`config.mk`:
```
export PLATFORM = sky130hd
export DESIGN_NAME = instream_mc_flat
export DESIGN_NICKNAME = d
export VERILOG_FILES = /design/src/rtl/instream_mc_if.sv /design/src/rtl/instream_mc.sv /design/src/flat_wrapper.sv
export SDC_FILE = /design/constraint.sdc
export NUM_CORES = 2
export LEC_CHECK = 0
export ABC_AREA = 1
export CORE_MARGIN = 2
export CORE_UTILIZATION = 40
export CTS_BUF_LIST = sky130_fd_sc_hd__clkbuf_2 sky130_fd_sc_hd__clkbuf_4 sky130_fd_sc_hd__clkbuf_8
export CTS_CLUSTER_SIZE = 14
export DETAILED_ROUTE_END_ITERATION = 7
export PLACE_DENSITY = 0.51
export SLEW_MARGIN = 20
export SYNTH_ARGS = -nofsm -noshare
export SYNTH_HDL_FRONTEND = slang
export SYNTH_SLANG_ARGS = --single-unit
```
`constraint.sdc`:
```
create_clock -name clk -period 5.3 [get_ports clk]
set_input_delay 0.795 -clock clk [delete_from_list [all_inputs] [get_ports clk]]
set_output_delay 0.795 -clock clk [all_outputs]
set_load 0.03 [all_outputs]
```
`src/rtl/instream_mc_if.sv`:
```
// Per-channel stream port of instream_mc: one valid/ready pair and one W-bit word per channel.
// A word moves when valid && ready at a rising clk; the source holds valid and out steady while valid && !ready.
interface instream_mc_if #(
  parameter int CH = 2,
  parameter int W  = 11
);
  logic [CH-1:0]   valid;
  logic [CH-1:0]   ready;
  logic [CH*W-1:0] out;

  modport master (output valid, output out, input ready);
  modport slave  (input valid, input out, output ready);
endinterface

```
`src/rtl/instream_mc.sv`:
```
// instream_mc: multi-channel source streaming preloaded signed words over valid/ready.
// Wrap-around looping per channel is built only when INSTREAM_LOOP_EN is defined.
module instream_mc #(
  parameter int W     = 11,
  parameter int DEPTH = 64,
  parameter int CH    = 2,
  parameter int LW    = $clog2(DEPTH + 1),
  parameter int CW    = (CH > 1) ? $clog2(CH) : 1
) (
  input  logic             clk,
  input  logic             rst,
  input  logic             i_ld_en,
  input  logic [CW-1:0]    i_ld_ch,
  input  logic [LW-1:0]    i_ld_addr,
  input  logic [W-1:0]     i_ld_data,
  input  logic [CH*LW-1:0] i_length,
  input  logic             i_start,
  input  logic             i_abort,
  input  logic             i_loop,
  instream_mc_if.master    m_if,
  output logic [CH-1:0]    o_done,
  output logic             o_busy,
  output logic             o_ld_err,
  output logic [2*CH-1:0]  o_state
);
  localparam int AW = (DEPTH > 1) ? $clog2(DEPTH) : 1;

  typedef enum logic [1:0] {
    S_IDLE   = 2'd0,
    S_STREAM = 2'd1,
    S_DONE   = 2'd2
  } state_t;

  logic [W-1:0]  r_mem   [CH][DEPTH];
  state_t        r_state [CH];
  state_t        w_nxt   [CH];
  logic [LW-1:0] r_pos   [CH];
  logic [LW-1:0] r_len   [CH];
  logic [LW-1:0] w_len_in[CH];
  logic [W-1:0]  r_out   [CH];
  logic [CH-1:0] w_xfer, w_last, w_loop, w_nxt_stream, w_accept;
  logic          r_busy, r_ld_err, w_ld_stream;
  logic [CH-1:0]   w_valid, w_done;
  logic [CH*W-1:0] w_out;
  logic [2*CH-1:0] w_state;

`ifdef INSTREAM_LOOP_EN
  logic [CH-1:0] r_loop;

  always_ff @(posedge clk or posedge rst) begin
    if (rst) begin
      r_loop <= '0;
    end else begin
      for (int c = 0; c < CH; c++)
        if (w_accept[c]) r_loop[c] <= i_loop;
    end
  end

  assign w_loop = r_loop;
`else
  logic w_unused_loop;
  assign w_unused_loop = i_loop;
  assign w_loop        = '0;
`endif

  always_comb begin
    for (int c = 0; c < CH; c++) begin
      w_nxt[c]    = r_state[c];
      w_len_in[c] = (i_length[c*LW +: LW] > LW'(DEPTH)) ? LW'(DEPTH) : i_length[c*LW +: LW];
      w_xfer[c]   = (r_state[c] == S_STREAM) && m_if.ready[c];
      w_last[c]   = (r_pos[c] == r_len[c] - LW'(1));
      w_accept[c] = i_start && !i_abort && (r_state[c] != S_STREAM);
      if (i_abort) begin
        w_nxt[c] = S_IDLE;
      end else begin
        case (r_state[c])
          S_IDLE, S_DONE: if (i_start) w_nxt[c] = (w_len_in[c] == '0) ? S_DONE : S_STREAM;
          S_STREAM:       if (w_xfer[c] && w_last[c] && !w_loop[c]) w_nxt[c] = S_DONE;
          default:        w_nxt[c] = S_IDLE;
        endcase
      end
      w_nxt_stream[c] = (w_nxt[c] == S_STREAM);
    end
  end

  always_ff @(posedge clk or posedge rst) begin
    if (rst) begin
      for (int c = 0; c < CH; c++) r_state[c] <= S_IDLE;
    end else begin
      for (int c = 0; c < CH; c++) r_state[c] <= w_nxt[c];
    end
  end

  // Next word is fetched on the transfer edge so a new word is presented every cycle.
  always_ff @(posedge clk or posedge rst) begin
    if (rst) begin
      for (int c = 0; c < CH; c++) begin
        r_pos[c] <= '0;
        r_len[c] <= '0;
        r_out[c] <= '0;
      end
      r_busy   <= 1'b0;
      r_ld_err <= 1'b0;
    end else begin
      for (int c = 0; c < CH; c++) begin
        if (w_accept[c]) begin
          r_len[c] <= w_len_in[c];
          r_pos[c] <= '0;
          r_out[c] <= r_mem[c][0];
        end else if (!i_abort && w_xfer[c] && !w_last[c]) begin
          r_pos[c] <= r_pos[c] + LW'(1);
          r_out[c] <= r_mem[c][AW'(r_pos[c] + LW'(1))];
        end else if (!i_abort && w_xfer[c] && w_loop[c]) begin
          r_pos[c] <= '0;
          r_out[c] <= r_mem[c][0];
        end
      end
      r_busy <= |w_nxt_stream;
      if (w_ld_stream) r_ld_err <= 1'b1;
    end
  end

  assign w_ld_stream = i_ld_en && (r_state[i_ld_ch] == S_STREAM);

  // Buffer contents deliberately survive reset.
  always_ff @(posedge clk) begin
    if (i_ld_en && !w_ld_stream && (i_ld_addr < LW'(DEPTH)))
      r_mem[i_ld_ch][i_ld_addr[AW-1:0]] <= i_ld_data;
  end

  always_comb begin
    w_valid = '0;
    w_done  = '0;
    w_out   = '0;
    w_state = '0;
    for (int c = 0; c < CH; c++) begin
      w_valid[c]         = (r_state[c] == S_STREAM);
      w_done[c]          = (r_state[c] == S_DONE);
      w_out[c*W +: W]    = r_out[c];
      w_state[2*c +: 2]  = r_state[c];
    end
  end

  assign m_if.valid = w_valid;
  assign m_if.out   = w_out;
  assign o_done     = w_done;
  assign o_state    = w_state;
  assign o_busy     = r_busy;
  assign o_ld_err   = r_ld_err;
endmodule
```
`src/flat_wrapper.sv`:
```
// flat-port wrapper written by rule: the top's interface ports become plain ports
module instream_mc_flat 
#(
  parameter int W     = 11,
  parameter int DEPTH = 64,
  parameter int CH    = 2,
  parameter int LW    = $clog2(DEPTH + 1),
  parameter int CW    = (CH > 1) ? $clog2(CH) : 1
)
  (clk, rst, i_ld_en, i_ld_ch, i_ld_addr, i_ld_data, i_length, i_start, i_abort, i_loop, o_done, o_busy, o_ld_err, o_state, m_if_valid, m_if_out, m_if_ready);
  instream_mc_if #(.CH(CH), .W(W)) m_if_i ();
  input  logic clk;
  input  logic rst;
  input  logic i_ld_en;
  input  logic [CW-1:0] i_ld_ch;
  input  logic [LW-1:0] i_ld_addr;
  input  logic [W-1:0] i_ld_data;
  input  logic [CH*LW-1:0] i_length;
  input  logic i_start;
  input  logic i_abort;
  input  logic i_loop;
  output logic [CH-1:0] o_done;
  output logic o_busy;
  output logic o_ld_err;
  output logic [2*CH-1:0] o_state;
  output wire logic [$bits(m_if_i.valid)-1:0] m_if_valid;
  output wire logic [$bits(m_if_i.out)-1:0] m_if_out;
  input wire logic [$bits(m_if_i.ready)-1:0] m_if_ready;
  assign m_if_valid = m_if_i.valid;
  assign m_if_out = m_if_i.out;
  assign m_if_i.ready = m_if_ready;
  instream_mc #(.W(W), .DEPTH(DEPTH), .CH(CH), .LW(LW), .CW(CW)) u_core (.clk(clk), .rst(rst), .i_ld_en(i_ld_en), .i_ld_ch(i_ld_ch), .i_ld_addr(i_ld_addr), .i_ld_data(i_ld_data), .i_length(i_length), .i_start(i_start), .i_abort(i_abort), .i_loop(i_loop), .m_if(m_if_i), .o_done(o_done), .o_busy(o_busy), .o_ld_err(o_ld_err), .o_state(o_state));
endmodule
```
After elaboration in Yosys (flattened, before gate mapping) --
Memories as Yosys holds them, arrays and structs flattened. Cells that the tools add are included.
Cells by class: reductions and logical operators 28, order comparisons 8, bitwise operators 4, add/sub/neg operators 4, multiplexer cells 33, equal/unequal tests 11
Operators with widths (number):
- 704-bit 2-to-1 mux | 1
- 11-bit binary-select mux with 6-bit select | 2
- 11-bit 2-to-1 mux | 9
- 11-bit demux with 6-bit select | 1
- 7-bit 2-to-1 mux | 6
- 2-bit 2-to-1 mux | 11
- 7-bit >= comparator (second input constant) | 3
- 6-bit inverter with 7-bit output | 3
- 1-bit logical AND | 15
- 7-bit by 1-bit adder with 7-bit output (second input constant) | 2
- 7-bit == test | 2
- 7-bit > comparator (second input constant) | 2
- 7-bit zero test | 2
- 7-bit by 1-bit subtractor with 7-bit output (second input constant) | 2
- 2-bit by 1-bit == test with 1-bit output (second input constant) | 5
- 2-bit case mux with 2 select lines | 2
- 7-bit by 1-bit less-than comparator with 1-bit output (second input constant) | 1
- 7-bit less-than comparator (second input constant) | 1
- 2-bit OR reduction | 3
- 2-bit == test (second input constant) | 2
- 1-bit zero test | 4
- 2-bit zero test | 2
- 2-bit by 1-bit inequality test with 1-bit output (second input constant) | 2
- 2-bit nonzero test | 2
- other kinds (3) | 3
Storage, ports and cells: RAM bits 1408, register bits 56, input bits 41, memories 1, output and inout bits 32
Memories:
- u_core.r_mem | words 2, bits a word 704, rd ports 2, clocked after memory_dff 0, wr ports 1, RTL line instream_mc.sv:34 | logic [W-1:0] r_mem [CH][DEPTH];

Depth between registers and ports, before layout --
word-level depth 11, mapped depth 16, mapped depth without buffers 15

Least setup slack after synthesis --
Ideal clock, no wire load.
path kind input to register, start in i_ld_addr[4], end mem u_core.r_mem[0][363] in the netlist's numbering, enable pin, stages on the path 4, data required time 4.907 ns, arrival 2.323 ns, setup time 0.393 ns, slack 2.584 ns, path through inv_1 -> nor3_1 -> inv_1 -> nor3_1
On the way: word-level cells in the longest chain between the ends 6
RTL lines:
- start: declaration | RTL line flat_wrapper.sv:16 | input logic [LW-1:0] i_ld_addr;
- 6-bit inverter with 7-bit output (implied by the code) | RTL line instream_mc.sv:128 | r_mem[i_ld_ch][i_ld_addr[AW-1:0]] <= i_ld_data;
- 7-bit >= comparator (implied by the code) / 7-bit by 1-bit less-than comparator with 1-bit output (equally long branches) | RTL line instream_mc.sv:128
- 1-bit logical AND (implied by the code) | RTL line instream_mc.sv:128
- 11-bit 2-to-1 mux (implied by the code) | RTL line instream_mc.sv:128
- 11-bit demux with 6-bit select | RTL line instream_mc.sv:128
- 704-bit 2-to-1 mux (implied by the code) * | RTL line instream_mc.sv:128
- end: declaration | RTL line instream_mc.sv:34
Every way passes the cells marked *; elsewhere a longest branch is shown, timed or not.

Final worst setup path --
start reg u_core.r_pos[0] in the netlist's numbering, end reg u_core.r_out, in the netlist u_core.m_if.out[14]
On the way: word-level cells in the longest chain between the ends 7
RTL lines:
- start: declaration | RTL line instream_mc.sv:37 | logic [LW-1:0] r_pos [CH];
- start signal: indexed assignment | RTL line instream_mc.sv:111 | r_pos[c] <= r_pos[c] + LW'(1);
- 7-bit by 1-bit adder with 7-bit output
- 6-bit inverter with 7-bit output (implied by the code) | RTL line instream_mc.sv:112 | r_out[c] <= r_mem[c][AW'(r_pos[c] + LW'(1))];
- 11-bit binary-select mux with 6-bit select | RTL line instream_mc.sv:112
- 11-bit 2-to-1 mux (implied by the code) (2 in series) | RTL line instream_mc.sv:112
- 11-bit 2-to-1 mux | RTL line instream_mc.sv:110 | end else if (!i_abort && w_xfer[c] && !w_last[c]) begin
- 11-bit 2-to-1 mux | RTL line instream_mc.sv:106 | if (w_accept[c]) begin
- end signal: indexed assignment | RTL line instream_mc.sv:109 | r_out[c] <= r_mem[c][0];
- end signal: indexed assignment | RTL line instream_mc.sv:112
- end signal: indexed assignment | RTL line instream_mc.sv:115 | r_out[c] <= r_mem[c][0];
- end: declaration | RTL line instream_mc.sv:40 | logic [W-1:0] r_out [CH];
Several ways; a longest one is shown, not always the timed one. The select of a mux whose other input is x is not followed. A chain may end at the register's enable or synchronous reset.

==> summary.md <==
| Metric | Value |
|---|---|
| Final Cycle Share | 0.6933 |
| Hold path start | i_ld_ch |
| Clock Latency Late Sink | 0.95 ns |
| IO Count | 73 |
| CP Launch Type | flip-flop |
| R2R Setup Slk | 1.63 ns |
| Worst hold path depth | 5 |
| RSZ-0062 raised after global routing | false |
| Syn_area_per_cell | 10.66 um^2 |
| Die Span Y | 397.4 um |
| Hold Buf Count CTS | 0 |
| Routed WL | 175200 um |
| Syn Inst Count | 5808 |
| Gr usage total | 0.2201 |
| Lkg Pwr | 27.07 nW |
| Final min period | 3.675 ns |
| First DRT Iteration DRCs | 4228 |
| Max cap viols | 0 |
| Status | finished clean |
| Clk slew on worst S/H paths | 0.06 ns |
| Final Max Tran Viols | 0 |
| Final setup vio count | 0 |
| Post-route DRC | 0 |
| Starting density of the core | 0.4023 |
| Worst r2r src | u_core.r_pos[0]$_DFFE_PP0P_ |
| Critical path type | reg -> reg |
| Register area share after synthesis | 0.7057 |
| Cell Area, Placed | approximately 66000 um^2 |
| Total core area | 153900 um^2 |
| Area Overhead vs Synth | 13.50% |
| Peak supply drop | 0.3648 mV |
| Crit path capture type | flip-flop |
| Routed Antenna Nets | 0 |
| #FFs+latches synth | roughly 1500 |
| Clock Sinks | 1464 |
| Vias per inst | 5.090 |
| Worst-Margin Slew | approximately 1.2 ns |
| Post-DP HPWL | 99100 um |
| CP arrival | 4.55 ns |
| Highest clock rate | between 0.2 and 0.3 GHz |
| Mapped cell area | 61900 um^2 |
| PortBufs | 71 |
| Post-CTS Resized | 0 |
| Final hold vios | 0 |
| Setup Buffers After CTS | 0 |
| Total gr overflow | 0 |
| Clock Skews | ~0.042 ns |
| Synthesis warning total | 0 |
| Total Nets Final | 6028 |
| GP Congestion | 0.8382 |
| Worst-path fanout max | 97 |
| Setup TNS | 0 ns |
| TritonCTS clock tree | yes |
| Total number of vias | 41917 |
| Rows | 144 |
| DIE AREA | 157900 um^2 |
| Worst hold path class | in -> reg |
| Width of the die | slightly below 400 um |
| Design area | 70260 um^2 |
| First-pass GRT wire length | 258800 um |
| Reg2reg path depth | 11 |
| Max clock buf depth | 3 |
| Worst Path Required | 6.17 ns |
| Synth cell types | 27 |
| Vias in the first global route | 39456 |
| Max_slew headroom | 0.2002 |
| First-pass DRT Iterations | 5 |
| H-Tree Depth | 4 |
| Fraction of layout cells with a size suffix above 1 | 0.1012 |
| Root Driver | clkbuf_8 |
| Wirelength per Cell | between 20 and 25 um |
| PwrDens | ~470 nW/um^2 |
| Hold path endpoint | u_core.o_ld_err$_DFFE_PP0P_ |
| Largest net degree at the start of global routing | roughly 150 |
| Worst reg2reg path endpoint | u_core.m_if.out[14]$_DFFE_PP0P_ |
| CTS buffer count | 240 |
| Initial antenna violation count | 6 |
| Fill count | 14348 |
| Synth Net Count | between 5000 and 6000 |
## synth_stat cells
master,instances,area [um^2]
inv_2,5,18.77
xnor2_2,2,32.53
xor2_2,1,16.27
xnor2_1,1,8.760
nand4_1,7,43.79
nand3_1,886,4434
nor3_1,36,180.2
o211ai_1,3,22.52
inv_1,372,1396
xor2_1,10,87.58
buf_4,18,135.1
nand2_2,2,12.51
o21bai_1,1,7.510
buf_1,45,168.9
clkbuf_1,168,630.6
edfxtp_1,1408,42280
o21ai_0,263,1316
buf_2,98,490.5
a21oi_1,30,150.1
dfrtp_1,56,1401
nor4_1,1,6.260
nor2_1,650,2440
nand2_1,1725,6475
clkinv_1,2,7.510
o22ai_1,9,56.30
ha_1,4,50.05
or2_2,5,31.28
## state kept, by name (all words and copies together), names as in the netlist
name             count
u_core.o_ld_err      1
u_core.r_mem      1408
u_core.m_if.out     22
u_core.r_len        14
u_core.o_state       4
u_core.r_pos        14
u_core.o_busy        1
## critical path, stage by stage, from the launching register on
cell and delay [ns]:
dfrtp_4 0.63, ha_4 0.43, inv_6 0.65, buf_4 0.55
nand2_1 0.10, nand3_1 0.14, nand3_1 0.24, nand3_1 0.21
nand3_1 0.14, nand3_1 0.12, nand2_1 0.09, nand2_1 0.06
## logic make-up after synthesis
| kind of cell | share of synthesized area |
|---|---|
| flip-flops | 0.7057 |
| adder cells (fa/ha/maj) | 0.0008086 |
| AND/OR/NAND/NOR | 0.2201 |
| XOR/XNOR | 0.002345 |
| buffers and inverters | 0.04600 |
| AO/OA/AOI/OAI | 0.02508 |
## per-layer routing
layer / global-route usage / routed length, um / share of wire
met4: 0.06128 / 3396 / 0.019
met3: 0.03657 / 10550 / 0.060
met1: 0.3183 / 80720 / 0.46
met2: 0.3429 / 80530 / 0.46
met5: 0 / 13 / 0.000074
## worst max path at each step
stage / slack, ns / depth (start not counted) / start / to
after detailed placement: 1.51 / 8 / i_ld_addr[2] / u_core.r_mem[0][379]$_DFFE_PP_
after global routing: 1.42 / 12 / u_core.r_pos[0]$_DFFE_PP0P_ / u_core.m_if.out[16]$_DFFE_PP0P_
final: 1.63 / 11 / u_core.r_pos[0]$_DFFE_PP0P_ / u_core.m_if.out[14]$_DFFE_PP0P_
after CTS: 1.71 / 12 / u_core.r_pos[0]$_DFFE_PP0P_ / u_core.m_if.out[11]$_DFFE_PP0P_
after global placement: 1.48 / 8 / i_ld_addr[2] / u_core.r_mem[0][384]$_DFFE_PP_
after floorplan: 2.58 / 4 / i_ld_addr[4] / u_core.r_mem[0][363]$_DFFE_PP_
## through the flow
| stage | setup WS [ns] | hold WS [ns] | instances | util | power (mW) |
|---|---|---|---|---|---|
| final | 1.625 | 0.2758 | 8235 | 0.4566 | 32.68 |
| after global routing | 1.422 | 0.2433 | 8233 | 0.4566 | 34.65 |
| after CTS | 1.714 | 0.1629 | 8232 | 0.4565 | 33.00 |
| after detailed placement | 1.506 | 0.4704 | 7785 | 0.4263 | 23.41 |
| after global placement | 1.478 | 0.4790 | 7785 | 0.4263 | 23.38 |
| after floorplan | 2.584 | 0.4919 | 5808 | - | 20.08 |
## layout make-up
| type | count | area, um^2 | share of cell area |
|---|---|---|---|
| Sequential cell | 1464 | 43690 | 0.6218 |
| Multi-Input combinational cell | 3636 | 15590 | 0.2218 |
| Clock buffer | 345 | 4154 | 0.05913 |
| Tap cell | 2044 | 2557 | 0.03640 |
| Timing Repair Buffer | 262 | 2328 | 0.03314 |
| Inverter | 379 | 1448 | 0.02060 |
| Clock inverter | 102 | 486.7 | 0.006928 |
| Antenna cell | 3 | 7.507 | 0.0001069 |
## report_power, final
group	total (mW)	switching [mW]	internal [mW]	leakage [nW]
registers	13.0	0.139	12.8	13.4
logic	10.1	7.17	2.97	11.3
clock network	9.58	4.52	5.06	2.46
total	32.7	11.8	20.8	27.1
## layout by cell type, fill, tap and decap left out, types with 5 or more instances in the layout
master,synthesis,routed
nand4_1,7,7
or2_2,5,5
nand3_1,886,886
dfrtp_1,56,54
nor3_1,36,13
buf_12,0,14
o21ai_0,263,263
inv_8,0,5
inv_6,0,5
clkbuf_4,0,95
nand2_1,1725,1724
buf_4,18,177
clkdlybuf4s50_1,0,59
buf_6,0,11
edfxtp_1,1408,1408
inv_1,372,370
clkinvlp_4,0,5
clkinv_2,0,17
nor2_1,650,647
clkbuf_8,0,250
xor2_1,10,9
clkinv_1,2,75
nor3_2,0,21
a21oi_1,30,30
o22ai_1,9,9
No activity file was read; power rests on OpenSTA's default activity.
==> patch, RTL diff (same settings) <==
Add a define of `INSTREAM_LOOP_EN`.
--- a/src/rtl/instream_mc.sv
+++ b/src/rtl/instream_mc.sv
@@ -1,4 +1,6 @@
 // instream_mc: multi-channel source streaming preloaded signed words over valid/ready.
 // Wrap-around looping per channel is built only when INSTREAM_LOOP_EN is defined.
+`define INSTREAM_LOOP_EN
+
 module instream_mc #(
   parameter int W     = 11,
Function: not settled (the Yosys comparison gave no result); the edit may change what the design does.
==> patch against the unedited design <==
- sequential cell count rose by 2
- cell count down 1.8%
- setup slack got worse by 0.21 ns
- wire length rose by 7.1%
- critical path depth decreased by 2
- cell area is essentially flat
- clock power is 8% higher
- first-iteration DRC count up 3.4%
- clock skew grew 0.043 ns
- power is 8.8% lower
- synthesized area down 0.44%
- die area is 0.44% lower
- largest power group unchanged
- highest routed layer unchanged
==> patch: results (changes against the unedited design) <==
[outcome]
status=finished, final reports clean

[placement]
place_congestion=0.879  ; +4.9%
dpl_cell_area_sq_um=65300  ; -0.48%
port-buffer-count=72  ; +1.4%
place_ws_ns=1.07  ; -0.437 ns

[min_path]
holdPathStages=1  ; -4
hold_end=u_core.r_mem[1][383]
min_from=i_ld_data[9]

[cells_and_area]
nets=5921  ; -1.8%
fin_area_sq_um=70300  ; about the same
fillers=14400  ; +0.26%

[synthesis]
synth-compound-area-share=0.0368  ; +0.0118
synth_xor_area_frac=0.00215  ; -0.000193
synth_top_area_frac=0.686  ; +0.00302
avgSynthCellArea_sq_um=10.9  ; +2.1%
yosys-top-cells-area=edfxtp_1 (69%), nand2_1 (8.8%), nand3_1 (6.5%)
async_flop_share=0.0396  ; +0.00131

[power]
combPwrFrac=0.221  ; -0.089
pwr-share-seq=0.434  ; +0.038
p_int_w=0.0202  ; -3.0%
p_leak_nw=26.3  ; -2.8%
peakVddDrop_v=0.000268  ; -26%

[global_route]
grt_max_degree=125  ; -14%

[setup_path]
reg2reg_from=u_core.o_state[0]
cp-endpoint=u_core.r_mem[0][672]
cp_slowest_stage_delay_ns=0.85  ; +0.20 ns
cp_data_arrival_time_ns=4.50  ; -0.05 ns
r2r_cells=9  ; -2

[sta]
skew_ns=0.0848  ; +0.0426 ns
period_share=0.733  ; +0.0401

[cts]
htree_levels=5  ; +1
numCtsBuffers=274  ; +14%

[routing]
viasPerCell=5.24  ; +3.0%
dr.first_iter.drc_count=4372  ; +3.4%
num_vias=42400  ; +1.2%
routed_wl_mm=188  ; +7.1%

[patch: cell count changes after synthesis, moves of 30 or more]
cell      delta
o211ai_1    +36
nand2_1    -277
nand3_1     -80
o21ai_0    +103
inv_1       -75
nor2_1     +158
buf_2       +30
[patch: metal layers]
| layer | global-route usage | up-vias | wire, um |
|---|---|---|---|
| met5 | 0 | - | 21 |
| met4 | 0.0771 | 4 | 5370 |
| met3 | 0.0413 | 307 | 12700 |
| met2 | 0.370 | 1522 | 86400 |
| met1 | 0.336 | 20800 | 83000 |
| li1 | - | 19800 | - |
[patch: cell type report]
cell class	count	share of cell area
Clock inverter	82	0.00596
Tap cell	2044	0.0364
Inverter	309	0.0169
Clock buffer	361	0.0641
Sequential cell	1466	0.622
Antenna cell	2	0.0000712
Multi-Input combinational cell	3561	0.221
Timing Repair Buffer	264	0.0336
